[src/rtl/syn_acache_ctrl.sv]
// Audio sample cache controller: streams PCM samples into an external dual-port RAM
// in free-running (NORMAL) or one-shot (CAPTURE) mode. Define SYN_ACACHE_OVFL_CNT_EN for the ovfl_cnt port.
module syn_acache_ctrl #(
    parameter int DEPTH_W = 7
) (
    input  logic               clk,
    input  logic               rst_n,
    input  logic               en,
    input  logic               mode,
    input  logic               bps,
    input  logic               cap_start,
    input  logic               pcm_valid,
    input  logic [63:0]        pcm_data,
    output logic               pcm_ready,
    output logic               ram_wr_en,
    output logic [DEPTH_W-1:0] ram_waddr,
    output logic [31:0]        ram_wdata,
    output logic [DEPTH_W-1:0] ram_raddr,
    input  logic [31:0]        ram_rdata,
    input  logic               host_rd_req,
    input  logic [DEPTH_W-1:0] host_rd_addr,
    output logic               host_rd_valid,
    output logic [31:0]        host_rd_data,
    output logic               cap_busy,
    output logic               cap_done,
    output logic [DEPTH_W:0]   fill_cnt
`ifdef SYN_ACACHE_OVFL_CNT_EN
    ,
    output logic [15:0]        ovfl_cnt
`endif
);

    typedef enum logic [1:0] {IDLE, RUN, RUN_R, DONE} state_t;
    typedef enum logic {NORMAL = 1'b0, CAPTURE = 1'b1} acache_mode_t;
    typedef enum logic {BPS_16 = 1'b0, BPS_32 = 1'b1} bps_t;

    localparam logic [DEPTH_W:0] FULL = {1'b1, {DEPTH_W{1'b0}}};
    localparam logic [DEPTH_W:0] LAST = {1'b0, {DEPTH_W{1'b1}}};

    state_t       state, state_nxt;
    acache_mode_t mode_q;
    bps_t         bps_q;
    logic [31:0]  r_hold;
    logic         xfer;
    logic         arm;
    logic         latch_r;
    logic         last_wr;

    assign pcm_ready = (state != RUN_R);
    assign xfer      = pcm_valid & pcm_ready;
    assign last_wr   = (mode_q == CAPTURE) && (fill_cnt == LAST);
    assign cap_busy  = ((state == RUN) || (state == RUN_R)) && (mode_q == CAPTURE);
    assign cap_done  = (state == DONE);

    assign ram_raddr    = host_rd_addr;
    assign host_rd_data = ram_rdata;

    always_comb begin
        state_nxt = state;
        arm       = 1'b0;
        latch_r   = 1'b0;
        ram_wr_en = 1'b0;
        ram_wdata = '0;
        case (state)
            IDLE: begin
                if (en && ((mode == NORMAL) || cap_start)) begin
                    arm       = 1'b1;
                    state_nxt = RUN;
                end
            end
            RUN: begin
                // Samples offered while en is low are dropped so the exit to IDLE never leaves a half-written pair.
                if (!en) begin
                    state_nxt = IDLE;
                end else if (xfer) begin
                    ram_wr_en = 1'b1;
                    if (bps_q == BPS_32) begin
                        ram_wdata = pcm_data[63:32];
                        latch_r   = 1'b1;
                        state_nxt = RUN_R;
                    end else begin
                        ram_wdata = {pcm_data[47:32], pcm_data[15:0]};
                        if (last_wr) state_nxt = DONE;
                    end
                end
            end
            RUN_R: begin
                ram_wr_en = 1'b1;
                ram_wdata = r_hold;
                if (!en)          state_nxt = IDLE;
                else if (last_wr) state_nxt = DONE;
                else              state_nxt = RUN;
            end
            DONE: begin
                if (!en) begin
                    state_nxt = IDLE;
                end else if (cap_start) begin
                    arm       = 1'b1;
                    state_nxt = RUN;
                end
            end
            default: state_nxt = IDLE;
        endcase
    end

    always_ff @(posedge clk or negedge rst_n) begin
        if (!rst_n) begin
            state         <= IDLE;
            mode_q        <= NORMAL;
            bps_q         <= BPS_16;
            ram_waddr     <= '0;
            fill_cnt      <= '0;
            r_hold        <= '0;
            host_rd_valid <= 1'b0;
        end else begin
            state         <= state_nxt;
            host_rd_valid <= host_rd_req;
            if (latch_r) r_hold <= pcm_data[31:0];
            if (arm) begin
                mode_q    <= acache_mode_t'(mode);
                bps_q     <= bps_t'(bps);
                ram_waddr <= '0;
                fill_cnt  <= '0;
            end else if (ram_wr_en) begin
                ram_waddr <= ram_waddr + DEPTH_W'(1);
                if (fill_cnt != FULL) fill_cnt <= fill_cnt + (DEPTH_W+1)'(1);
            end
        end
    end

`ifdef SYN_ACACHE_OVFL_CNT_EN
    // Counts samples the source handed over after the capture buffer filled.
    always_ff @(posedge clk or negedge rst_n) begin
        if (!rst_n) begin
            ovfl_cnt <= '0;
        end else if (arm) begin
            ovfl_cnt <= '0;
        end else if ((state == DONE) && xfer && (ovfl_cnt != 16'hFFFF)) begin
            ovfl_cnt <= ovfl_cnt + 16'd1;
        end
    end
`endif

endmodule

[config.mk]
export PLATFORM = sky130hd
export DESIGN_NAME = syn_acache_ctrl
export DESIGN_NICKNAME = d
export VERILOG_FILES = /design/src/rtl/syn_acache_ctrl.sv
export SDC_FILE = /design/constraint.sdc
export NUM_CORES = 1
export LEC_CHECK = 0
export BUFFER_PORTS_ARGS = -buffer_cell sky130_fd_sc_hd__buf_2
export CORE_MARGIN = 5
export CORE_UTILIZATION = 45
export CTS_CLUSTER_SIZE = 8
export DETAILED_ROUTE_END_ITERATION = 8
export PLACE_DENSITY_LB_ADDON = 0.2
export SLEW_MARGIN = 20
export SYNTH_ARGS = -nofsm -noshare
export SYNTH_HDL_FRONTEND = slang
export SYNTH_SLANG_ARGS = --single-unit
[constraint.sdc]
create_clock -name clk -period 2.41 [get_ports clk]
set_input_delay 0.482 -clock clk [delete_from_list [all_inputs] [get_ports clk]]
set_output_delay 0.482 -clock clk [all_outputs]
set_load 0.03 [all_outputs]
==> parameters.txt <==
Parameter                              Value

Outcome
  Run status    finished clean

Die
  Die Span Y    98.6 um
  Die boundary width    98.6 um
  Area of the placeable core    7690 um^2
  Die outline area    9720 um^2
  Io pins    202
  Initial core utilization    0.459
  Number of standard-cell rows in the floorplan    32

Finish
  Commonest non-fill, non-tap cell in the layout    sky130_fd_sc_hd__buf_2
  Layout cells sized above 1    0.506
  Most frequent cells in the layout    90 x sky130_fd_sc_hd__buf_2, 50 x sky130_fd_sc_hd__dfrtp_1, 45 x sky130_fd_sc_hd__nand2_1
  Antenna diodes    0
  Layout net count    586
  Layout overhead on the synthesized area    30.8%

STA
  Max-slew headroom at the worst pin    0.659
  Skew final    0.0103 ns
  Fin. max-slew vios    0
  Final worst setup slack    0.0206 ns
  Setup violations, final    0
  Worst hold slack after final layout    0.126 ns
  Setup repair after global routing missed its margin    yes
  Actual slew at the worst max-slew pin    0.512 ns
  Maximum frequency from static timing analysis    419 MHz
  Final worst-path cycle share    0.991
  Final count of hold timing violations    0
  Clock period minus worst slack    2.39 ns

Setup path
  Critical path's slowest cell    sky130_fd_sc_hd__dfrtp_2
  Launching element type of the critical path    register
  WP data required    1.93 ns
  Start-to-end type of the worst setup path    register to primary output
  Critical Path AT    1.91 ns
  Stage delay of the slowest cell on the critical path    0.46 ns
  Ordered list of cells on the worst path    ha_4, nor2b_4, nand3_4, buf_12, o21ai_0, and2_1, buf_6
  Critical path peak fanout    8
  Kind of end point of the critical path    primary output

Clock tree
  CTS Hold Bufs    0
  TritonCTS clock tree    done
  H-tree levels    2
  Buffer depth of the longest clock path    2
  CTS Buf Count    5
  Clock tree sinks    52
  Clock-pin slew on the worst setup and hold paths    0.10 ns
  Root buffer selected by CTS    sky130_fd_sc_hd__clkbuf_8
  Clk_lat worst skew    0.31 ns

Detailed routing
  Vias per cell    5.38
  Final antenna-violating net count    0
  Post-Route WL    10.1 mm
  Detailed-router iteration count before antenna repair    4
  Wirelength per Cell    17.7 um
  Vias    3066
  Initial DRC Count    119
  DRC viols    0

Yosys
  Synthesized area divided by synthesized cell count    9.49 um^2
  Number of nets produced by synthesis    491
  Asr flop ratio synth    1.00
  Number of library cell types mapped by synthesis    36
  Netlist area before placement    3530 um^2
  Synth Register Bits    52
  YS warnings    0
  Cells after synthesis    372
  Flip-flop cell with the highest count after synthesis    sky130_fd_sc_hd__dfrtp_1
  Part of the Yosys area used for sequential elements    0.369
  Post-synth EDFFs    0

Hold path
  Worst min-delay path category    input pin to asynchronous set/reset pin

Power and ir drop
  Power per standard cell area    1020 nW/um^2
  Total power draw    4.69 mW
  Worst vdd ir    0.476 mV
  Pleak    2.27 nW

Run
  Number of maximum-capacitance constraint violations    0

Global route
  GRT Util Overall    0.201
  Antenna violations before repair    0
  Pin count of the biggest net entering global routing    33
  Vias in the first global route    3170
  GRT overflow    0
  First-pass GRT wire length    15.8 mm

Placed design
  Worst setup slack before clock tree synthesis    0.0951 ns
  Detail Placement HPWL    7.09 mm
  Routability-driven placement congestion ratio    0.783
  PortBufs    123
## synthesized netlist by cell type (2+ instances only)
master                     count  area, um^2
sky130_fd_sc_hd__inv_1         7        26.3
sky130_fd_sc_hd__nand3_1       8        40.0
sky130_fd_sc_hd__o31ai_1       3        22.5
sky130_fd_sc_hd__clkbuf_1     10        37.5
sky130_fd_sc_hd__o211ai_1      3        22.5
sky130_fd_sc_hd__buf_2         9        45.0
sky130_fd_sc_hd__buf_4        40         300
sky130_fd_sc_hd__ha_1          8         100
sky130_fd_sc_hd__xor2_1        6        52.6
sky130_fd_sc_hd__dfrtp_1      52        1300
sky130_fd_sc_hd__nor2b_1       3        18.8
sky130_fd_sc_hd__nand2_1      45         169
sky130_fd_sc_hd__nand4_1       3        18.8
sky130_fd_sc_hd__mux2_2       35         394
sky130_fd_sc_hd__and2_1       33         206
sky130_fd_sc_hd__or4_1         2        15.0
sky130_fd_sc_hd__mux2i_1      35         350
sky130_fd_sc_hd__nor2_1       10        37.5
sky130_fd_sc_hd__a21oi_1       2        10.0
sky130_fd_sc_hd__o21ai_0      38         190
sky130_fd_sc_hd__nand2b_1      2        12.5
sky130_fd_sc_hd__and3_1        4        25.0
## power by group
| part | leakage [nW] | internal (mW) | switching, mW |
|---|---|---|---|
| registers | 0.649 | 1.22 | 0.263 |
| logic | 1.56 | 1.21 | 1.36 |
| clock network | 0.0614 | 0.340 | 0.295 |
## repair_timing
item	4_1_cts	5_1_grt
pin swaps	5	13
setup buffers	8	2
gates cloned	2	0
gates resized for setup	81	69
setup endpoints to repair	33	34
## cell families (layout without fill, tap and decap cells)
logic type	Yosys count	in the layout	synth area share
mux	70	70	0.211
compound gates	56	56	0.0957
flops	52	52	0.369
xor+xnor	6	6	0.0149
simple gates	113	113	0.163
buf+inv	67	163	0.119
fa+ha+maj	8	8	0.0283
## metrics by stage
step	setup TNS (ns)	instance area, um^2	cells	util
global route	-0.935	4620	570	0.601
CTS	-0.136	4470	569	0.582
floorplan	0	3530	372	-
finish	0	4620	570	0.601
detailed placement	0	4010	551	0.522
global placement	0	4010	551	0.522
## sequential cells by signal, indices dropped and copies added, names as in the netlist
register / cells
r_hold: 32
fill_cnt: 8
ram_waddr: 7
state: 2
bps_q: 1
host_rd_valid: 1
mode_q: 1
## metal layers
layer / wire length (um) / vias up / track usage
li1: - / 1436 / -
met1: 4120 / 1477 / 0.241
met2: 5020 / 117 / 0.347
met3: 628 / 36 / 0.0481
met4: 304 / 0 / 0.0777
met5: 0 / - / 0
## final cells by class
cell class	count	area, um^2
Fill cell	686	3070
Multi-Input combinational cell	253	1980
Sequential cell	52	1300
Timing Repair Buffer	148	1060
Tap cell	102	128
Clock buffer	6	82.6
Clock inverter	2	38.8
Inverter	7	26.3
## worst max-delay path: cells and delay by family (launching register included)
family	cells	cell delay, ns
flip-flops	1	0.46
AO/OA/AOI/OAI	1	0.16
AND/OR/NAND/NOR	3	0.46
adder cells (fa/ha/maj)	1	0.19
buffers and inverters	2	0.32
## worst paths after layout
check	depth (start not counted)	slack (ns)	start	end
setup / recovery	7	0.02	state[1]	ram_wdata[10]
hold reg to reg	1	0.50	ram_waddr[6]	ram_waddr[6]
max in group asynchronous	2	1.65	rst_n	r_hold[17]
hold / removal	1	0.13	rst_n	ram_waddr[6]
setup reg to reg	12	0.07	state[0]	r_hold[7]
min in group clk	1	0.27	host_rd_req	host_rd_valid
Power figures use the tool's default switching activity.
